## config.mk

```make
export PLATFORM = sky130hd
export DESIGN_NAME = spi_over_jtag_mcs_flat
export DESIGN_NICKNAME = d
export VERILOG_FILES = /design/src/rtl/spi_ojtag_pkg.sv /design/src/rtl/spi_over_jtag_mcs_if.sv /design/src/rtl/spi_ojtag_clkgate.sv /design/src/rtl/spi_over_jtag_mcs.sv /design/src/flat_wrapper.sv
export SDC_FILE = /design/constraint.sdc
export NUM_CORES = 1
export LEC_CHECK = 0
export BUFFER_PORTS_ARGS = -buffer_cell sky130_fd_sc_hd__buf_2
export CORE_ASPECT_RATIO = 1.4
export CORE_UTILIZATION = 37
export DETAILED_ROUTE_END_ITERATION = 12
export PLACE_DENSITY = 0.51
export SETUP_SLACK_MARGIN = 0.02
export SLEW_MARGIN = 20
export SYNTH_ARGS = -nofsm -noshare
export SYNTH_HDL_FRONTEND = slang
export SYNTH_SLANG_ARGS = --single-unit
```

## constraint.sdc

```tcl
create_clock -name jtag_1_TCK -period 1.9 [get_ports jtag_1_TCK]
set_input_delay 0.38 -clock jtag_1_TCK [delete_from_list [all_inputs] [get_ports jtag_1_TCK]]
set_output_delay 0.38 -clock jtag_1_TCK [all_outputs]
set_load 0.1 [all_outputs]
```

## src/rtl/spi_ojtag_pkg.sv

```systemverilog
// Shared types and header layout helpers for the JTAG-DR to SPI flash bridge.
package spi_ojtag_pkg;

  typedef enum logic [1:0] {
    IDLE = 2'd0,
    HDR  = 2'd1,
    XFER = 2'd2,
    DONE = 2'd3
  } state_e;

  // Header is shifted LSB first: len, then cs_idx, then wpn, then hldn (MSB).
  localparam int unsigned LEN_OFS = 0;

  function automatic int unsigned hdr_width(input int unsigned len_w, input int unsigned cs_w);
    return len_w + cs_w + 2;
  endfunction

  function automatic int unsigned cs_offset(input int unsigned len_w);
    return LEN_OFS + len_w;
  endfunction

  function automatic int unsigned wpn_offset(input int unsigned len_w, input int unsigned cs_w);
    return LEN_OFS + len_w + cs_w;
  endfunction

  function automatic int unsigned hldn_offset(input int unsigned len_w, input int unsigned cs_w);
    return LEN_OFS + len_w + cs_w + 1;
  endfunction

endpackage

```

## src/rtl/spi_over_jtag_mcs_if.sv

```systemverilog
// SPI flash pin bundle: chip selects, gated clock, quad-IO data pins.
interface spi_over_jtag_mcs_if #(
  parameter int unsigned NUM_CS = 2
) ();

  logic [NUM_CS-1:0] csn;
  logic              sck;
  logic              sdi_dq0;
  logic              sdo_dq1;
  logic              wpn_dq2;
  logic              hldn_dq3;

  // Bridge side drives the flash pins and reads MISO.
  modport master (
    output csn, sck, sdi_dq0, wpn_dq2, hldn_dq3,
    input  sdo_dq1
  );

  // Flash side.
  modport slave (
    input  csn, sck, sdi_dq0, wpn_dq2, hldn_dq3,
    output sdo_dq1
  );

endinterface

```

## src/rtl/spi_ojtag_clkgate.sv

```systemverilog
// Latch-based integrated clock gate producing a glitch-free SPI clock.
module spi_ojtag_clkgate (
  input  logic clk_i,
  input  logic en_i,
  output logic gclk_o
);

  logic en_l;

  // Enable is captured only while the clock is low, so it cannot change mid-pulse.
  always_latch begin
    if (!clk_i) en_l <= en_i;
  end

  assign gclk_o = clk_i & en_l;

endmodule

```

## src/rtl/spi_over_jtag_mcs.sv

```systemverilog
// JTAG USER-DR to multi-CS SPI flash bridge: a shifted header selects the flash,
// the WP#/HOLD# levels and the exact payload bit length; CS# is held for exactly
// that many SCK cycles.
module spi_over_jtag_mcs
  import spi_ojtag_pkg::*;
#(
  parameter int unsigned NUM_CS = 2,
  parameter int unsigned LEN_W  = 16,
  parameter int unsigned CS_W   = 1
) (
  input  logic jtag_1_TCK,
  input  logic rstn,
  input  logic jtag_1_SEL,
  input  logic jtag_1_CAPTURE,
  input  logic jtag_1_SHIFT,
  input  logic jtag_1_UPDATE,
  input  logic jtag_1_RUNTEST,
  input  logic jtag_1_TDI,
  output logic jtag_1_TDO,
  output logic busy,
  spi_over_jtag_mcs_if.master flash
);

  localparam int unsigned HDR_W    = hdr_width(LEN_W, CS_W);
  localparam int unsigned CS_OFS   = cs_offset(LEN_W);
  localparam int unsigned WPN_OFS  = wpn_offset(LEN_W, CS_W);
  localparam int unsigned HLDN_OFS = hldn_offset(LEN_W, CS_W);
  localparam int unsigned HCNT_W   = $clog2(HDR_W);

  state_e              state_q;
  logic [HDR_W-2:0]    hdr_q;
  logic [HCNT_W-1:0]   hcnt_q;
  logic [LEN_W-1:0]    bcnt_q;
  logic [NUM_CS-1:0]   csn_q;
  logic                wpn_q;
  logic                hldn_q;
  logic                busy_q;

  logic                shift_en;
  logic                abort;
  logic                hdr_last;
  logic                sck_en;
  logic [HDR_W-1:0]    hdr_d;
  logic [LEN_W-1:0]    len_d;
  logic [CS_W-1:0]     cs_d;
  logic [NUM_CS-1:0]   csn_sel_d;

  assign shift_en = jtag_1_SEL & jtag_1_SHIFT;
  assign abort    = (jtag_1_SEL & jtag_1_UPDATE) | jtag_1_RUNTEST;
  assign hdr_last = (hcnt_q == HCNT_W'(HDR_W - 1));

  // The register holds HDR_W-1 bits; the final header bit is taken straight
  // from TDI so all fields can be latched on the same edge it arrives.
  assign hdr_d = {jtag_1_TDI, hdr_q};
  assign len_d = hdr_d[LEN_OFS +: LEN_W];
  assign cs_d  = hdr_d[CS_OFS +: CS_W];

  // Decode the header index to an active-low select; out-of-range selects none.
  always_comb begin
    csn_sel_d = '1;
    for (int unsigned i = 0; i < NUM_CS; i++) begin
      if (32'(cs_d) == i) csn_sel_d[i] = 1'b0;
    end
  end

  // Bridge FSM with registered chip selects, pin levels and busy.
  always_ff @(posedge jtag_1_TCK) begin
    if (!rstn) begin
      state_q <= IDLE;
      hdr_q   <= '0;
      hcnt_q  <= '0;
      bcnt_q  <= '0;
      csn_q   <= '1;
      wpn_q   <= 1'b1;
      hldn_q  <= 1'b1;
      busy_q  <= 1'b0;
    end else if (abort) begin
      state_q <= IDLE;
      csn_q   <= '1;
      busy_q  <= 1'b0;
    end else begin
      case (state_q)
        IDLE: begin
          if (jtag_1_SEL && jtag_1_CAPTURE) begin
            state_q <= HDR;
            hcnt_q  <= '0;
            busy_q  <= 1'b1;
          end
        end
        HDR: begin
          if (shift_en) begin
            hdr_q <= hdr_d[HDR_W-1:1];
            if (hdr_last) begin
              wpn_q  <= hdr_d[WPN_OFS];
              hldn_q <= hdr_d[HLDN_OFS];
              bcnt_q <= len_d;
              if (len_d == '0) begin
                state_q <= DONE;
                busy_q  <= 1'b0;
              end else begin
                state_q <= XFER;
                csn_q   <= csn_sel_d;
              end
            end else begin
              hcnt_q <= hcnt_q + 1'b1;
            end
          end
        end
        XFER: begin
          if (shift_en) begin
            bcnt_q <= bcnt_q - LEN_W'(1);
            if (bcnt_q == LEN_W'(1)) begin
              state_q <= DONE;
              csn_q   <= '1;
              busy_q  <= 1'b0;
            end
          end
        end
        DONE: begin
          // Wait for Update-DR; extra shift bits are ignored.
        end
        default: state_q <= IDLE;
      endcase
    end
  end

  // rstn is folded into the enable so SCK stops at once on a mid-transfer reset.
  assign sck_en = (state_q == XFER) & jtag_1_SEL & jtag_1_SHIFT & rstn;

  spi_ojtag_clkgate u_clkgate (
    .clk_i  (jtag_1_TCK),
    .en_i   (sck_en),
    .gclk_o (flash.sck)
  );

  assign flash.csn      = csn_q;
  assign flash.wpn_dq2  = wpn_q;
  assign flash.hldn_dq3 = hldn_q;
  assign flash.sdi_dq0  = (state_q == XFER) & jtag_1_TDI;
  assign jtag_1_TDO     = (state_q == XFER) ? flash.sdo_dq1 : jtag_1_TDI;
  assign busy           = busy_q;

endmodule

```

## src/flat_wrapper.sv

```systemverilog
// flat-port wrapper written by rule: the top's interface ports become plain ports
module spi_over_jtag_mcs_flat import spi_ojtag_pkg::*;
#(
  parameter int unsigned NUM_CS = 2,
  parameter int unsigned LEN_W  = 16,
  parameter int unsigned CS_W   = 1
)
  (jtag_1_TCK, rstn, jtag_1_SEL, jtag_1_CAPTURE, jtag_1_SHIFT, jtag_1_UPDATE, jtag_1_RUNTEST, jtag_1_TDI, jtag_1_TDO, busy, flash_csn, flash_sck, flash_sdi_dq0, flash_wpn_dq2, flash_hldn_dq3, flash_sdo_dq1);
  spi_over_jtag_mcs_if #(.NUM_CS(NUM_CS)) flash_i ();
  input  logic jtag_1_TCK;
  input  logic rstn;
  input  logic jtag_1_SEL;
  input  logic jtag_1_CAPTURE;
  input  logic jtag_1_SHIFT;
  input  logic jtag_1_UPDATE;
  input  logic jtag_1_RUNTEST;
  input  logic jtag_1_TDI;
  output logic jtag_1_TDO;
  output logic busy;
  output wire logic [$bits(flash_i.csn)-1:0] flash_csn;
  output wire logic [$bits(flash_i.sck)-1:0] flash_sck;
  output wire logic [$bits(flash_i.sdi_dq0)-1:0] flash_sdi_dq0;
  output wire logic [$bits(flash_i.wpn_dq2)-1:0] flash_wpn_dq2;
  output wire logic [$bits(flash_i.hldn_dq3)-1:0] flash_hldn_dq3;
  input wire logic [$bits(flash_i.sdo_dq1)-1:0] flash_sdo_dq1;
  assign flash_csn = flash_i.csn;
  assign flash_sck = flash_i.sck;
  assign flash_sdi_dq0 = flash_i.sdi_dq0;
  assign flash_wpn_dq2 = flash_i.wpn_dq2;
  assign flash_hldn_dq3 = flash_i.hldn_dq3;
  assign flash_i.sdo_dq1 = flash_sdo_dq1;
  spi_over_jtag_mcs #(.NUM_CS(NUM_CS), .LEN_W(LEN_W), .CS_W(CS_W)) u_core (.jtag_1_TCK(jtag_1_TCK), .rstn(rstn), .jtag_1_SEL(jtag_1_SEL), .jtag_1_CAPTURE(jtag_1_CAPTURE), .jtag_1_SHIFT(jtag_1_SHIFT), .jtag_1_UPDATE(jtag_1_UPDATE), .jtag_1_RUNTEST(jtag_1_RUNTEST), .jtag_1_TDI(jtag_1_TDI), .jtag_1_TDO(jtag_1_TDO), .busy(busy), .flash(flash_i));
endmodule
```

* Word level (Yosys, flattened, before mapping)
Cells that the tools add are included.
** Storage, ports and cells
- Register bits after elaboration :: 46
- Latch bits :: 1
- Input port bits :: 9
- Output and inout port bits :: 8
- Logic and storage cells :: 77
** Cells by class
- Add/sub/neg operators :: 2
- Eq/ne operators :: 12
- Muxes and demuxes :: 30
- Bitwise logic cells :: 10
- Reductions and logical operators :: 14
** Operator list (number)
- 16-bit two-way mux :: 3
- 16-bit case mux with 2 select lines :: 1
- 16-bit by 1-bit == test with 1-bit output, second input constant :: 1
- 16-bit logical NOT :: 1
- 2-bit two-way mux :: 8
- 16-bit by 1-bit subtractor with 16-bit output, second input constant :: 1
- 5-bit two-way mux :: 3
- 2-bit by 1-bit != test with 1-bit output, second input constant :: 6
- 6-bit AND reduction :: 2
- 1-bit two-way mux :: 11
- 5-bit case mux with 2 select lines :: 1
- 5-bit AND reduction :: 2
- 1-bit bitwise AND :: 7
- 7-bit AND reduction :: 1
- 2-bit case mux with 3 select lines :: 1
- 5-bit by 1-bit adder with 5-bit output, second input constant :: 1
- 5-bit == test, second input constant :: 1
- 2-bit != test, second input constant :: 2
- 2-bit case mux with 2 select lines :: 1
- 4-bit AND reduction :: 1
- 2-bit nonzero test :: 2
- 1-bit case mux with 3 select lines :: 1
- 3-bit AND reduction :: 1
- 3-bit nonzero test :: 1
- other kinds (7) :: 8

* Longest topological paths before layout
Gate-level depths: netlist of run 1.
- Depth after elaboration :: 5
- Gate-level depth with buffers :: 9
- Mapped depth without buffers :: 7

* Modules after synthesis
Synthesis of run 1 repeated with hierarchy kept, for this count alone.
** Unflattened totals
- Cell total of the unflattened synthesis :: 314
- Area, all modules :: 2451.1 sq um
** Modules (own cells, without submodules)
- spi_over_jtag_mcs :: times used 1, cells an instance 312, area each 2429.8 sq um
- spi_ojtag_clkgate :: times used 1, cells an instance 2, area each 21.3 sq um

==> impl_metrics.tcl, run 1 <==
set metrics [dict create \
    endpoint_kind "output pin" \
    final_common_cell "dfxtp_1" \
    drt-total-wl_mm 6.73 \
    hold_end "u_core.flash.hldn_dq3" \
    num_vias 2315 \
    total_power_mw 2.06 \
    setup_slack_ns -0.553 \
    maxCapViolCount 0 \
    place.gp.congestion 0.844 \
    synth.distinct_cells 50 \
    ant_nets 0 \
    crit_type "latch to output pin" \
    rows 34 \
    worst_pin_slew_ns 0.490 \
    critPathMaxStageDelay_ns 0.39 \
    hold-worst-slack_ns 0.219 \
    synth_edf_count 0 \
    grt_pass1_vias 2302 \
    yosys_warnings 0 \
    crit_arrival_ns 2.07 \
    cp_slowest_cell "dlxtn_1" \
    drt_first_pass_iters 6 \
    fin_nets 372 \
    crit_chain "and2_4, buf_12" \
    clkTransAtPathRegs_ns 0.10 \
    rsz0062_at_grt "true" \
    hold_path_depth 3 \
    io_buffers 16 \
    overflow 0 \
    r2r-start "u_core.bcnt_q[1]" \
    drv_slew 0 \
    multi_input_area_mm2 0.00155 \
    run_status "complete, but fails checks" \
    synthCells 297 \
    dieArea_mm2 0.00700 \
    chipHeight_um 98.6 \
    syn_area_mm2 0.00247 \
    wire_per_inst_um 15.7 \
    hp-class "input port to register" \
    ios 17 \
    synth_seq_cells 47 \
    synth_ff_type "dfxtp_1" \
    initial_core_util_pct 38.9 \
    area_delta_synth_final_pct 35.7 \
    finClkSkew_ns 0.0124 \
    crit_fanout 1 \
    die_x_um 71 \
    reg2regPathDepth 5 \
    antenna_found_initial 0 \
    grt_pass1_wl_mm 11.0 \
    ir_worst_vdd_mv 0.285 \
    cp_data_required_time_ns 1.52 \
    min_from "jtag_1_TDI" \
    powerDensity_mw_per_mm2 615 \
    dp_slack_ns -0.328 \
    cts_tree "done" \
    layout-drive-gt1-share_pct 32.3 \
    r2r-end "u_core.bcnt_q[11]" \
    p_leak_nw 1.39 \
    cts_hold_buf 0 \
    final_cell_mix "dfxtp_1 (42), buf_4 (41), nor2_1 (36)" \
    place_hpwl_mm 4.45 \
    rrSetupSlack_ns 0.07 \
    slew_headroom_pct 67.6 \
    syn-num-nets 314 \
    core_area_mm2 0.00634 \
    synth_area_per_cell_um2 8.30 \
    crit_path_start_kind "latch" \
    grt_util_all_layers_pct 20.2 \
    placed_cells 402 \
    post-route-drc-count 0 \
    hold_viol_final 0 \
    drt_iter0_drc 109 \
    grt_max_degree 30 \
    setup_viol_count_final 3 \
    seq_area_um2 943 \
    ys_async_sr_fraction_pct 0 \
    insertion_delay_ns 0.41 \
    stdcell_count 428 \
    diodes 0 \
    vias_per_cell 5.41 \
    violations "negative setup slack" \
    fill_cells 591 \
]
## what timing repair did
item	in CTS	in global routing
pin swaps	2	18
endpoints found under the setup margin	9	42
gates cloned	0	2
buffers inserted	3	10
gates resized for setup	13	29
## Yosys cell counts (all sizes together) (3+ instances only)
library cell	n	area, um^2
buf	5	30.0
a21oi	22	110
mux2i	22	220
nor4	8	62.6
ha	8	100
xor2	3	26.3
a21boi	6	45.0
or3	5	31.3
inv	10	37.5
and2	6	37.5
o31ai	3	22.5
o21a	4	30.0
o21ai	19	95.1
nand3	7	35.0
nor3	8	45.0
nor2b	6	37.5
clkbuf	11	41.3
nand4	5	31.3
nor2	37	139
nand2	24	90.1
dfxtp	46	921
## power breakdown
| part | leakage [nW] | switching (mW) | internal (mW) | total, mW |
|---|---|---|---|---|
| sequential | 0.381 | 0.00286 | 0.980 | 0.983 |
| combinational | 0.921 | 0.0864 | 0.0624 | 0.149 |
| clock | 0.0928 | 0.395 | 0.533 | 0.928 |
| total | 1.39 | 0.484 | 1.58 | 2.06 |
## through the flow
stage | TNS, ns | util [%] | cell area, um^2
floorplan | -0.121 | - | 2490
global placement | -0.513 | 45.5 | 2890
detailed placement | -0.507 | 45.5 | 2890
CTS | -0.596 | 49.2 | 3120
global route | -0.684 | 52.8 | 3350
finish | -0.597 | 52.8 | 3350
## worst max-delay path by stage
stage	start	to	slack, ns	cells past startpoint
after CTS	u_core.u_clkgate.en_l	flash_sck	-0.57	2
after global routing	u_core.u_clkgate.en_l	flash_sck	-0.58	2
after detailed placement	u_core.u_clkgate.en_l	flash_sck	-0.33	2
after floorplan	u_core.u_clkgate.en_l	flash_sck	-0.12	1
after global placement	u_core.u_clkgate.en_l	flash_sck	-0.33	2
final	u_core.u_clkgate.en_l	flash_sck	-0.55	2
## cell type report
cell class / instances / area share (%)
clock buffer: 9 / 3.89
clock inverter: 3 / 1.42
inverter: 10 / 1.23
multi-input combinational: 224 / 46.3
sequential: 47 / 28.2
tap: 72 / 2.69
timing repair buffer: 63 / 16.3
## worst max-delay path: cells and delay by family (launching register included)
kind	cells	cell delay, ns
latches	1	0.39
buf+inv	1	0.17
simple gates	1	0.15
## metal layers
metal | vias to the layer above | GRT usage, % | share of wire (%)
li1 | 1166 | - | -
met1 | 1101 | 23.2 | 44
met2 | 33 | 35.7 | 52
met3 | 15 | 4.81 | 2.1
met4 | 0 | 8.00 | 2.6
met5 | - | 0 | 0
## sequential cells by signal, indices dropped and copies added (netlist names)
| name | cells |
|---|---|
| u_core.state_q | 2 |
| u_core.u_clkgate.en_l | 1 |
| u_core.busy | 1 |
| u_core.bcnt_q | 16 |
| u_core.flash.hldn_dq3 | 1 |
| u_core.flash.csn | 2 |
| u_core.hcnt_q | 5 |
| u_core.hdr_q | 18 |
| u_core.flash.wpn_dq2 | 1 |
## kinds of logic after synthesis
family / after synthesis / share of synthesized area, %
fa+ha+maj: 8 / 4.06
mux: 24 / 9.84
compound gates: 67 / 16.6
xor+xnor: 4 / 1.42
flops: 46 / 37.3
simple gates: 121 / 25.7
buf+inv: 26 / 4.41
latches: 1 / 0.609
Note: power is estimated with default switching activity, not from simulation.
==> run 2: changes to the inputs <==
--- a/config.mk
+++ b/config.mk
@@ -9,9 +9,10 @@
 export CORE_ASPECT_RATIO = 1.4
 export CORE_UTILIZATION = 37
 export DETAILED_ROUTE_END_ITERATION = 12
-export PLACE_DENSITY = 0.51
+export PLACE_DENSITY = 0.49
 export SETUP_SLACK_MARGIN = 0.02
 export SLEW_MARGIN = 20
 export SYNTH_ARGS = -nofsm -noshare
 export SYNTH_HDL_FRONTEND = slang
+export SYNTH_HIERARCHICAL = 1
 export SYNTH_SLANG_ARGS = --single-unit
==> constraint.sdc (replaced) <==
create_clock -name jtag_1_TCK -period 2.5 [get_ports jtag_1_TCK]
set_input_delay 0.375 -clock jtag_1_TCK [delete_from_list [all_inputs] [get_ports jtag_1_TCK]]
set_output_delay 0.375 -clock jtag_1_TCK [all_outputs]
set_load 0.1 [all_outputs]
==> impl_metrics.tcl, run 2 <==
set metrics [dict create \
    rsz0062_at_grt "true" \
    hold_viol_final 0 \
    antenna_found_initial 0 \
    synthCells 314 \
    num_vias 2254 \
    total_power_mw 1.50 \
    grt_util_all_layers_pct 20.4 \
    initial_core_util_pct 38.9 \
    run_status "complete, but fails checks" \
    powerDensity_mw_per_mm2 537 \
    synth_area_per_cell_um2 7.81 \
    placed_cells 394 \
    die_x_um 70.8 \
    regMostFlops "u_core/hdr_q" \
    area_delta_synth_final_pct 14.1 \
    fin_area_mm2 0.00280 \
    drt_first_pass_iters 6 \
    yosys.area.top_type_share_pct 37.6 \
    synth_most_common_cell "nand2_1" \
    grt_max_degree 32 \
    grt_pass1_wl_mm 10.9 \
    synth_edf_count 0 \
    synth_ff_type "dfxtp_1" \
    insertion_delay_ns 0.41 \
    p_leak_nw 1.01 \
    min_from "jtag_1_TDI" \
    largestRegisters "u_core/hdr_q (18), u_core/bcnt_q (16), u_core/hcnt_q (5)" \
    io_buffers 16 \
    place.gp.congestion 0.819 \
    dpl_cell_area_mm2 0.00264 \
    yosys_warnings 6 \
    chipHeight_um 98.3 \
    cts_hold_buf 0 \
    r2r-start "u_core/state_q[0]" \
    synth_top_cell_by_area "dfxtp_1" \
    rows 34 \
    clkTransAtPathRegs_ns 0.09 \
    crit_type "latch to output pin" \
    final_common_cell "nand2_1" \
    layout-drive-gt1-share_pct 15.7 \
    synth_area_leaders "dfxtp_1 (38%), nand2_1 (9.5%), a21oi_1 (8.2%), ha_1 (4.1%), o21ai_0 (3.3%)" \
    drv_slew 0 \
    hold_end "u_core/hdr_q[17]" \
    overflow 0 \
    hold-worst-slack_ns 0.228 \
    finClkSkew_ns 0.00890 \
    rrSetupSlack_ns 0.34 \
    setup_viol_count_final 2 \
    hold_path_depth 3 \
    largest_reg_flops 18 \
    ys_async_sr_fraction_pct 0 \
    drt-total-wl_mm 6.53 \
    crit_fanout 1 \
    syn_area_mm2 0.00245 \
    violations "negative setup slack" \
    post-route-drc-count 0 \
    hp-class "input port to register" \
    ir_worst_vdd_mv 0.293 \
    r2r-end "u_core/u_clkgate/en_l" \
    finalSetupTns_ns -0.260 \
    cp_data_required_time_ns 2.12 \
    setup_slack_ns -0.260 \
    diodes 0 \
    synth_common_cells "nand2_1 (62), dfxtp_1 (46), a21oi_1 (40)" \
    place_hpwl_mm 4.52 \
    cts_setup_buffers 0 \
    crit_path_start_kind "latch" \
    ant_nets 0 \
    slew_headroom_pct 62.4 \
    final_cell_mix "nand2_1 (62), dfxtp_1 (46), a21oi_1 (40)" \
    synth.distinct_cells 52 \
    synth_seq_cells 47 \
    grt_pass1_vias 2136 \
    drt_iter0_drc 59 \
    syn-num-nets 331 \
    fin_nets 349 \
    reg2regPathDepth 4 \
    worst_pin_slew_ns 0.559 \
    vias_per_cell 5.58 \
    core_area_mm2 0.00630 \
    maxCapViolCount 0 \
    stdcell_count 404 \
    wire_per_inst_um 16.2 \
    ios 17 \
    dieArea_mm2 0.00696 \
    endpoint_kind "output pin" \
    crit_arrival_ns 2.38 \
    cts_tree "done" \
]
[run 2: metrics by stage]
step	utilization, %	setup slack [ns]
floorplan	-	0.0543
global placement	41.9	-0.0116
detailed placement	41.9	-0.0125
CTS	44.4	-0.262
global route	44.4	-0.289
finish	44.4	-0.260
[run 2: routing by layer]
metal  up-vias  wire length [um]  track usage, %
met4         0                89            8.00
met1      1068              2810            23.1
met2        36              3440            36.2
met3         7               182            4.95
met5         -                 0               0
li1       1143                 -               -
[run 2: area by class of cell]
cell class                      count  area (um^2)
Tap cell                           72         90.1
Inverter                           11         42.5
Fill cell                         672         3500
Timing Repair Buffer               23          150
Multi-Input combinational cell    240         1410
Sequential cell                    47          937
Clock buffer                       10          134
Clock inverter                      1         30.0
[run 2: power breakdown]
part	internal (mW)	switching [mW]
sequential	0.745	0.00175
clock	0.395	0.285
combinational	0.0230	0.0523
total	1.16	0.339
[run 2: kinds of logic (layout without fill, tap and decap cells)]
group                    Yosys count  in the layout  synth area share, %
multiplexers                       7              7                 3.06
flip-flops                        46             46                 37.6
XOR/XNOR                           4              4                 1.43
adder cells (fa/ha/maj)            8              8                 4.08
AO/OA/AOI/OAI                     78             78                 19.1
latches                            1              1                0.612
buffers and inverters             27             45                 4.29
AND/OR/NAND/NOR                  143            143                 29.8
[run 2: timing repair]
item,in CTS,in global routing
setup endpoints to repair,2,2
hold endpoints to repair,0,0
resized for setup,5,1
[run 2: how the worst max path moves through the flow]
stage	startpoint	endpoint	slack [ns]	depth (start not counted)
finish	u_core/u_clkgate/en_l	flash_sck	-0.26	2
global route	u_core/u_clkgate/en_l	flash_sck	-0.29	2
CTS	u_core/u_clkgate/en_l	flash_sck	-0.26	2
detailed placement	u_core/u_clkgate/en_l	flash_sck	-0.01	2
global placement	u_core/u_clkgate/en_l	flash_sck	-0.01	2
floorplan	u_core/u_clkgate/en_l	flash_sck	0.05	1
[run 2: worst max-delay path: stages, from the launching register on]
cell     delay, ns
dlxtn_2       0.41
and2_4        0.14
buf_12        0.16
